## src/rtl/csr_file.sv

```systemverilog
// -----------------------------------------------------------------------------
// csr_file
//
// Architectural CSR state holder sitting downstream of the combinational CSR
// access unit. It takes committed CSR writes, trap entry/return events, retire
// pulses and external level interrupt lines. It drives the csr_* read buses
// back into the access unit and a registered interrupt request to fetch/trap.
//
// Optional feature macro: AMBER_CSR_TIMER_EN
//   defined   -> timer, timer_cmp and the timer-compare pending set exist
//   undefined -> csr_timer / csr_timer_cmp read 0, writes to C02/C03 ignored
//
// Ports
//   clk, rst          core clock, asynchronous active-high reset
//   wr_en/addr/data   committed CSR write (dropped on trap entry)
//   trap_valid        trap entry: saves trap_pc/trap_cause, enters priv 1
//   trap_ret          return from trap (trap_valid has priority)
//   instret_inc       one instruction retired this cycle
//   irq_lines         external level interrupt lines
//   cur_priv          current privilege level
//   csr_*             architectural CSR read buses
//   irq_req, irq_id   registered interrupt request / lowest active line
//
// CSR map
//   000 status   001 scratch  002 epc      003 cause    004 lr   005 ssp
//   010 irq_enable            011 irq_pending           012 irq_vector
//   C00 cycle    C01 instret  C02 timer    C03 timer_cmp
//
// Status layout: [1:0] mirror cur_priv (not writable), [2] IE, [3] PIE,
// [5:4] PPRIV, remaining bits plain storage.
// -----------------------------------------------------------------------------
module csr_file #(
    parameter logic [47:0] IRQ_LINE_MASK = 48'd0,
    parameter int unsigned TIMER_IRQ_BIT = 47,
    parameter logic [47:0] RESET_VECTOR  = 48'd0
) (
    input  logic        clk,
    input  logic        rst,
    input  logic        wr_en,
    input  logic [11:0] wr_addr,
    input  logic [47:0] wr_data,
    input  logic        trap_valid,
    input  logic [47:0] trap_pc,
    input  logic [47:0] trap_cause,
    input  logic        trap_ret,
    input  logic        instret_inc,
    input  logic [47:0] irq_lines,
    output logic [1:0]  cur_priv,
    output logic [47:0] csr_status,
    output logic [47:0] csr_scratch,
    output logic [47:0] csr_epc,
    output logic [47:0] csr_cause,
    output logic [47:0] csr_lr,
    output logic [47:0] csr_ssp,
    output logic [47:0] csr_irq_enable,
    output logic [47:0] csr_irq_pending,
    output logic [47:0] csr_irq_vector,
    output logic [47:0] csr_cycle,
    output logic [47:0] csr_instret,
    output logic [47:0] csr_timer,
    output logic [47:0] csr_timer_cmp,
    output logic        irq_req,
    output logic [5:0]  irq_id
);

    localparam logic [11:0] A_STATUS  = 12'h000;
    localparam logic [11:0] A_SCRATCH = 12'h001;
    localparam logic [11:0] A_EPC     = 12'h002;
    localparam logic [11:0] A_CAUSE   = 12'h003;
    localparam logic [11:0] A_LR      = 12'h004;
    localparam logic [11:0] A_SSP     = 12'h005;
    localparam logic [11:0] A_IRQ_EN  = 12'h010;
    localparam logic [11:0] A_IRQ_PND = 12'h011;
    localparam logic [11:0] A_IRQ_VEC = 12'h012;
    localparam logic [11:0] A_CYCLE   = 12'hC00;
    localparam logic [11:0] A_INSTRET = 12'hC01;
    localparam logic [11:0] A_TIMER   = 12'hC02;
    localparam logic [11:0] A_TCMP    = 12'hC03;

    localparam logic [1:0] PRIV_MACHINE = 2'd3;
    localparam logic [1:0] PRIV_TRAP    = 2'd1;

    // Status bits [1:0] are never stored; they always reflect r_priv.
    logic [1:0]  r_priv;
    logic [47:2] r_status;
    logic [47:0] r_scratch, r_epc, r_cause, r_lr, r_ssp;
    logic [47:0] r_irq_enable, r_irq_pending, r_irq_vector;
    logic [47:0] r_cycle, r_instret;
    logic        r_irq_req;
    logic [5:0]  r_irq_id;

    logic        w_wr_ok;
    logic        w_wr_status;
    logic [1:0]  w_priv_next;
    logic [47:2] w_status_next;
    logic [47:0] w_timer, w_timer_cmp;
    logic        w_timer_hit;
    logic [47:0] w_timer_set;
    logic [47:0] w_pend_base, w_pend_next;
    logic [47:0] w_irq_active;
    logic [5:0]  w_irq_id;

    // Trap entry drops every write; trap return drops only a status write,
    // because status is being rewritten by the return itself.
    assign w_wr_ok     = wr_en & ~trap_valid;
    assign w_wr_status = w_wr_ok & ~trap_ret & (wr_addr == A_STATUS);

    // -------------------------------------------------------------------------
    // Privilege / status next-state
    // -------------------------------------------------------------------------
    always_comb begin
        // NOTE: every always_comb output gets a default first so no path
        // leaves it unassigned, which would otherwise infer a latch.
        w_priv_next   = r_priv;
        w_status_next = r_status;
        if (trap_valid) begin
            w_status_next[3]   = r_status[2];
            w_status_next[2]   = 1'b0;
            w_status_next[5:4] = r_priv;
            w_priv_next        = PRIV_TRAP;
        end else if (trap_ret) begin
            w_status_next[2]   = r_status[3];
            w_status_next[3]   = 1'b1;
            w_priv_next        = r_status[5:4];
            w_status_next[5:4] = 2'd0;
        end else if (w_wr_status) begin
            w_status_next = wr_data[47:2];
        end
    end

    // -------------------------------------------------------------------------
    // Optional timer
    // -------------------------------------------------------------------------
`ifdef AMBER_CSR_TIMER_EN
    logic [47:0] r_timer, r_timer_cmp;

    always_ff @(posedge clk or posedge rst) begin
        if (rst) begin
            r_timer     <= '0;
            r_timer_cmp <= '0;
        end else begin
            if (w_wr_ok && wr_addr == A_TIMER) r_timer <= wr_data;
            else                               r_timer <= r_timer + 48'd1;
            if (w_wr_ok && wr_addr == A_TCMP)  r_timer_cmp <= wr_data;
        end
    end

    assign w_timer     = r_timer;
    assign w_timer_cmp = r_timer_cmp;
    // A zero compare value disarms the timer interrupt.
    assign w_timer_hit = (r_timer == r_timer_cmp) && (r_timer_cmp != '0);
`else
    assign w_timer     = '0;
    assign w_timer_cmp = '0;
    assign w_timer_hit = 1'b0;
`endif

    assign w_timer_set = {47'd0, w_timer_hit} << TIMER_IRQ_BIT;

    // -------------------------------------------------------------------------
    // Pending: hardware sets are ORed after the software value, so a line or
    // timer hit wins over a software clear in the same cycle.
    // -------------------------------------------------------------------------
    assign w_pend_base = (w_wr_ok && wr_addr == A_IRQ_PND) ? wr_data : r_irq_pending;
    assign w_pend_next = (w_pend_base | irq_lines | w_timer_set) & IRQ_LINE_MASK;

    assign w_irq_active = r_irq_pending & r_irq_enable;

    // Scan from the top so the last hit, the lowest index, is kept.
    always_comb begin
        w_irq_id = '0;
        for (int i = 47; i >= 0; i--) begin
            if (w_irq_active[i]) w_irq_id = 6'(i);
        end
    end

    // -------------------------------------------------------------------------
    // State registers
    // -------------------------------------------------------------------------
    always_ff @(posedge clk or posedge rst) begin
        // NOTE: sequential state uses non-blocking assignments so every
        // register samples pre-edge values regardless of statement order.
        if (rst) begin
            r_priv        <= PRIV_MACHINE;
            r_status      <= '0;
            r_scratch     <= '0;
            r_epc         <= '0;
            r_cause       <= '0;
            r_lr          <= '0;
            r_ssp         <= '0;
            r_irq_enable  <= '0;
            r_irq_pending <= '0;
            r_irq_vector  <= RESET_VECTOR;
            r_cycle       <= '0;
            r_instret     <= '0;
            r_irq_req     <= 1'b0;
            r_irq_id      <= '0;
        end else begin
            r_priv        <= w_priv_next;
            r_status      <= w_status_next;
            r_irq_pending <= w_pend_next;

            if (trap_valid) begin
                r_epc   <= trap_pc;
                r_cause <= trap_cause;
            end else if (w_wr_ok) begin
                if (wr_addr == A_EPC)   r_epc   <= wr_data;
                if (wr_addr == A_CAUSE) r_cause <= wr_data;
            end

            if (w_wr_ok && wr_addr == A_SCRATCH) r_scratch    <= wr_data;
            if (w_wr_ok && wr_addr == A_LR)      r_lr         <= wr_data;
            if (w_wr_ok && wr_addr == A_SSP)     r_ssp        <= wr_data;
            if (w_wr_ok && wr_addr == A_IRQ_EN)  r_irq_enable <= wr_data & IRQ_LINE_MASK;
            if (w_wr_ok && wr_addr == A_IRQ_VEC) r_irq_vector <= wr_data;

            // A same-cycle write to a counter replaces the increment.
            if (w_wr_ok && wr_addr == A_CYCLE)   r_cycle <= wr_data;
            else                                 r_cycle <= r_cycle + 48'd1;
            if (w_wr_ok && wr_addr == A_INSTRET) r_instret <= wr_data;
            else                                 r_instret <= r_instret + {47'd0, instret_inc};

            // Built from registered state, so it lags the pending/IE update
            // by one cycle.
            r_irq_req <= r_status[2] & (|w_irq_active);
            r_irq_id  <= w_irq_id;
        end
    end

    // -------------------------------------------------------------------------
    // Read buses
    // -------------------------------------------------------------------------
    assign cur_priv        = r_priv;
    assign csr_status      = {r_status, r_priv};
    assign csr_scratch     = r_scratch;
    assign csr_epc         = r_epc;
    assign csr_cause       = r_cause;
    assign csr_lr          = r_lr;
    assign csr_ssp         = r_ssp;
    assign csr_irq_enable  = r_irq_enable;
    assign csr_irq_pending = r_irq_pending;
    assign csr_irq_vector  = r_irq_vector;
    assign csr_cycle       = r_cycle;
    assign csr_instret     = r_instret;
    assign csr_timer       = w_timer;
    assign csr_timer_cmp   = w_timer_cmp;
    assign irq_req         = r_irq_req;
    assign irq_id          = r_irq_id;

endmodule

```

## config.mk

```make
export PLATFORM = sky130hd
export DESIGN_NAME = csr_file
export DESIGN_NICKNAME = d
export VERILOG_FILES = /design/src/rtl/csr_file.sv
export SDC_FILE = /design/constraint.sdc
export NUM_CORES = 1
export LEC_CHECK = 0
export CAP_MARGIN = 10
export CELL_PAD_IN_SITES_DETAIL_PLACEMENT = 1
export CELL_PAD_IN_SITES_GLOBAL_PLACEMENT = 2
export CORE_AREA = 4 4 322 324
export CTS_CLUSTER_DIAMETER = 60
export DETAILED_ROUTE_END_ITERATION = 8
export DIE_AREA = 0 0 326 328
export DONT_BUFFER_PORTS = 1
export PLACE_DENSITY = 0.54
export SYNTH_ARGS = -nofsm -noshare
export SYNTH_HDL_FRONTEND = slang
export SYNTH_SLANG_ARGS = --single-unit
export TNS_END_PERCENT = 10
```

## constraint.sdc

```tcl
create_clock -name clk -period 17.65 [get_ports clk]
set_input_delay 4.4125 -clock clk [delete_from_list [all_inputs] [get_ports clk]]
set_output_delay 4.4125 -clock clk [all_outputs]
set_load 0.01 [all_outputs]
```

=== Word-level counts from Yosys, hierarchy flattened ===
Cells that the tools add are included.

* Add/subtract/negate cells: 2
* Eq/ne operators: 8
* Muxes and demuxes: 13
* Bitwise operators: 5
* Reduce and logical (&&, ||, !) cells: 15

{| class="wikitable"
|+ Operators with widths
! cell !! number
|-
| $mux W48 || 8
|-
| $add A48 B1 Y48 || 1
|-
| $add A48 B1 Y48 const B || 1
|-
| $eq A12 B12 Y1 const B || 2
|-
| $eq A12 B2 Y1 const B || 2
|-
| $eq A12 B3 Y1 const B || 2
|-
| $eq A12 B1 Y1 const B || 1
|-
| $eq A12 B5 Y1 const B || 1
|-
| $logic_not A12 Y1 || 1
|-
| $mux W4 || 3
|-
| $reduce_bool A2 Y1 || 4
|-
| $logic_and A1 B1 Y1 || 6
|-
| $mux W2 || 2
|-
| $reduce_and A2 Y1 || 2
|-
| $and A1 B1 Y1 || 3
|-
| $reduce_and A3 Y1 || 1
|-
| $reduce_bool A3 Y1 || 1
|-
| $not A1 Y1 || 2
|}

* Flip-flop bits (word level): 432

=== Logic depth before layout (Yosys ltp) ===
* Depth in word-level cells: 7
* Gate-level depth with buffers: 9

=== Worst setup path after synthesis ===
No wires, ideal clock.

* Kind: in2reg
* From: input port instret_inc
* To: register r_instret[38] (netlist: csr_instret[38])
* Setup time: 0.137 ns
* Arrival: 6.109 ns
* Slack: 11.404 ns
* Cell stages on the path: 9
* Path buffers: 1
* Cells stage by stage: ha_1 ha_1 and4_1 nand2b_1 or4_1 buf_2 nor3_1 xnor2_1 a21oi_1

* Cells in the longest elaborated chain, start to end: 2

{| class="wikitable"
|+ RTL lines
! element !! line !! source
|-
| from (decl) || 46 || <nowiki>input logic instret_inc,</nowiki>
|-
| $add A48 B1 Y48 || 221 || <nowiki>else r_instret <= r_instret + {47'd0, instret_inc};</nowiki>
|-
| $mux W48 || 220 || <nowiki>if (w_wr_ok && wr_addr == A_INSTRET) r_instret <= wr_data;</nowiki>
|-
| to (signal assigned) || 220 ||
|-
| to (signal assigned) || 221 ||
|-
| to (decl) || 88 || <nowiki>logic [47:0] r_cycle, r_instret;</nowiki>
|}

No other way between the ends.
A chain may end at the register's enable or synchronous reset.

=== Worst setup path in the final report ===
* From: input port wr_addr[7]
* To: register r_cause[28] (netlist: csr_cause[28])

* Cells in the longest elaborated chain, start to end: 3

{| class="wikitable"
|+ RTL lines
! element !! line !! source
|-
| from (decl) || 40 || <nowiki>input logic [11:0] wr_addr,</nowiki>
|-
| $eq A12 B2 Y1 || 208 || <nowiki>if (wr_addr == A_CAUSE) r_cause <= wr_data;</nowiki>
|-
| $reduce_bool A2 Y1 (no line) || n/a ||
|-
| $reduce_and A2 Y1 (no line) || n/a ||
|-
| to (signal assigned) || 205 || <nowiki>r_cause <= trap_cause;</nowiki>
|-
| to (signal assigned) || 208 ||
|-
| to (decl) || 86 || <nowiki>logic [47:0] r_scratch, r_epc, r_cause, r_lr, r_ssp;</nowiki>
|}

No other way between the ends.

==> impl_results.md <==
- Post-Syn Area: 20,400 um2
- H-tree levels: 3
- Die area: 107,000 um2
- Rows: 117
- Fin crit period: approximately 6.7 ns
- Critical Path Sink Type: register
- CP cell instances: or4_4 > nor2_4 > and2_1 > and3_4 > buf_4 > mux2i_1 > o21ai_0
- Clk pin slew, worst setup/hold paths: 0.05 ns
- Setup TNS: 0 ns
- Primary FF master, synth: dfrtp_1
- Post-CTS Hold Fix Bufs: 0
- Area contributors post-synth: dfrtp_1 (53%), mux2_2 (10%), buf_4 (7.7%), mux2i_1 (4.8%), mux2_1 (3.2%)
- Area leader, netlist: dfrtp_1
- Cells after Synth: roughly 1,800
- GRT Residual Overflow: 0
- Final Cycle Share: 37.7%
- Antenna Violating Nets Remaining: 0
- Synth warn: 0
- Crit-path max FO: 27
- I/O pins: 843
- Worst path slowest cell: and3_4
- Layout cell share with drive strength beyond 1: 18.7%
- Detailed Routing Iterations Pass 1: 4
- Final setup viols: 0
- EDFF count, synth: 0
- Port-buffer cells: 0
- Hold Path Class: register to register
- Gr usage total: between 10 and 15%
- Core area: 101,000 um2
- CTS tree: built
- Maximum capacitance violations: 0
- Vias: 13,000
- Via density: 4.09
- Slew Limit Headroom: under 10%
- Crit path max-delay family: simple AND/OR/NAND/NOR gates
- Vias in the first global route: 14,300
- Largest net degree at the start of global routing: roughly 200
- Worst Clk Skew: 0.0201 ns
- Max-slew violation count: 0
- Final hold vios: 0
- Die Height: 328 um
- Crit path required time: between 15 and 20 ns
- FILL cells: about 11,000
- Initial core utilization: 20.1%
- LEAKAGE: 10.9 nW
- Number of setup buffers added after CTS: 0
- Outcome: finished, final reports clean
- WP buf/inv: 1
- Post-cts resize count: 0
- Worst skew pair latency: 0.62 ns
- Async SR Flop Fraction: 100%
- Highest clock rate: 150 MHz
- Horiz. Die Dim: between 300 and 400 um
- Pwr/cell area: 110 nW/um2
- Root buffer cell: clkbuf_16
- Synth Register Bits: approximately 430
- Placed Instances: between 3,000 and 4,000
- CP arrival: between 7 and 8 ns
- CTS max path bufs: 3
- RSZ-0062 raised after global routing: false
- First-pass GRT wire length: 109,000 um
- Initial DRC Count: 512
- Gp weighted congestion: 0.749
- Seq/Total Area, Yosys: 53.1%
- Slew @ Worst Pin: 1.41 ns
- CP Launch Type: input port
- Layout Nets: between 1,500 and 2,000
- Cts bufs inserted: between 60 and 70
- Yosys top cell area share: 52.8%
- Final Non-Filler Cells: 3,180
- Peak VDD IR: between 0.05 and 0.06 mV
- N_diodes: 0
- Netlist cell types: 49
- Initial antenna violation count: 3
- Setup CP Type: input port to register
- Final Util: 22.9%
- Post-Route WL: 77,300 um
- DRC viols: 0
- Area growth syn-to-layout: 13.8%
- Synth Area per Inst: 11.3 um2
- CP max stage delay: 0.69 ns
- DR WL/cell: 24.3 um
- DP HPWL: 56,100 um
- CTS Sinks: around 430
## cells in the mapped netlist (4+ instances only)
cell type,number
buf_4,208
nor2_1,132
xnor2_1,59
dfrtp_1,430
nor4_1,6
mux2i_1,97
and2_1,4
xor2_1,32
buf_6,6
nand2_1,132
o21ai_1,20
and3_1,15
mux2_1,57
buf_1,5
inv_1,16
o21ai_0,77
mux2_2,182
nor3_1,20
a21oi_1,92
nor4_2,5
nand4_1,28
clkbuf_1,89
nand3_1,41
buf_2,16
## report_power, final
part,switching (W),leakage (nW),internal [W]
Combinational,0.0000677,4.00,0.0000349
Sequential,0.0000718,5.82,0.00103
Clock,0.000523,1.10,0.000820
Total,0.000663,10.9,0.00188
## sequential cells by signal (all words and copies together), names as in the netlist
register        count
csr_cause          48
csr_cycle          48
csr_epc            48
csr_instret        48
csr_irq_vector     48
csr_lr             48
csr_scratch        48
csr_ssp            48
cur_priv            2
r_status           46
## final timing paths
check / startpoint / end / slack [ns] / cells after the start
max: wr_addr[7] / csr_cause[28]$_DFFE_PP0P_ / 10.99 / 7
max in group asynchronous: rst / csr_scratch[47]$_DFFE_PP0P_ / 11.58 / 3
min in group asynchronous: rst / csr_irq_vector[15]$_DFFE_PP0P_ / 3.72 / 1
max reg2reg: csr_cycle[20]$_DFF_PP0_ / csr_cycle[37]$_DFF_PP0_ / 13.72 / 6
min: csr_scratch[6]$_DFFE_PP0P_ / csr_scratch[6]$_DFFE_PP0P_ / 0.58 / 1
min reg2reg: csr_scratch[6]$_DFFE_PP0P_ / csr_scratch[6]$_DFFE_PP0P_ / 0.58 / 1
## cell families after synthesis
kind of cell / Yosys count / share of synthesized area [%]
adder cells (fa/ha/maj): 3 / 0.184
XOR/XNOR: 91 / 3.91
flip-flops: 432 / 53.1
AO/OA/AOI/OAI: 195 / 4.89
AND/OR/NAND/NOR: 400 / 9.22
buffers and inverters: 343 / 10.7
multiplexers: 336 / 18.0
other: 1 / 0.0184
## cell type report
class	instances	area (um2)	area share (%)
Multi-Input combinational cell	1224	8170	35.2
Clock inverter	38	423	1.82
Clock buffer	80	1820	7.84
Timing Repair Buffer	22	178	0.766
Inverter	16	67.6	0.291
Sequential cell	432	10800	46.6
Tap cell	1368	1710	7.38
## layer usage
metal  up-vias  global-route usage [%]  share of wire [%]
met1      6700                    15.8                 38
met2       545                    23.9                 49
met4         0                    4.18                2.7
met5         -                       0                  0
li1       5646                       -                  -
met3       109                    6.28                9.9
## placed cells by master, fill, tap and decap left out, types with 14 or more instances in the layout
cell,n
dfrtp_1,430
conb_1,199
mux2_2,182
nor2_1,132
nand2_1,131
mux2i_1,97
a21oi_1,92
o21ai_0,77
clkbuf_16,68
xnor2_1,59
mux2_1,57
nand3_1,39
xor2_1,32
nand4_1,28
buf_4,21
o21ai_1,20
nor3_1,19
inv_1,15
and3_1,14
inv_6,14
## metrics by stage
stage	setup slack [ns]	total power, W	cell area [um2]	hold WS, ns
after floorplan	1.21	0.00122	21100	0.529
after global placement	10.36	0.00122	20900	0.558
after detailed placement	10.30	0.00122	20900	0.558
after CTS	10.97	0.00261	23200	0.578
after global routing	10.93	0.00267	23200	0.587
final	10.99	0.00255	23200	0.575
No activity file was read; power rests on OpenSTA's default activity.
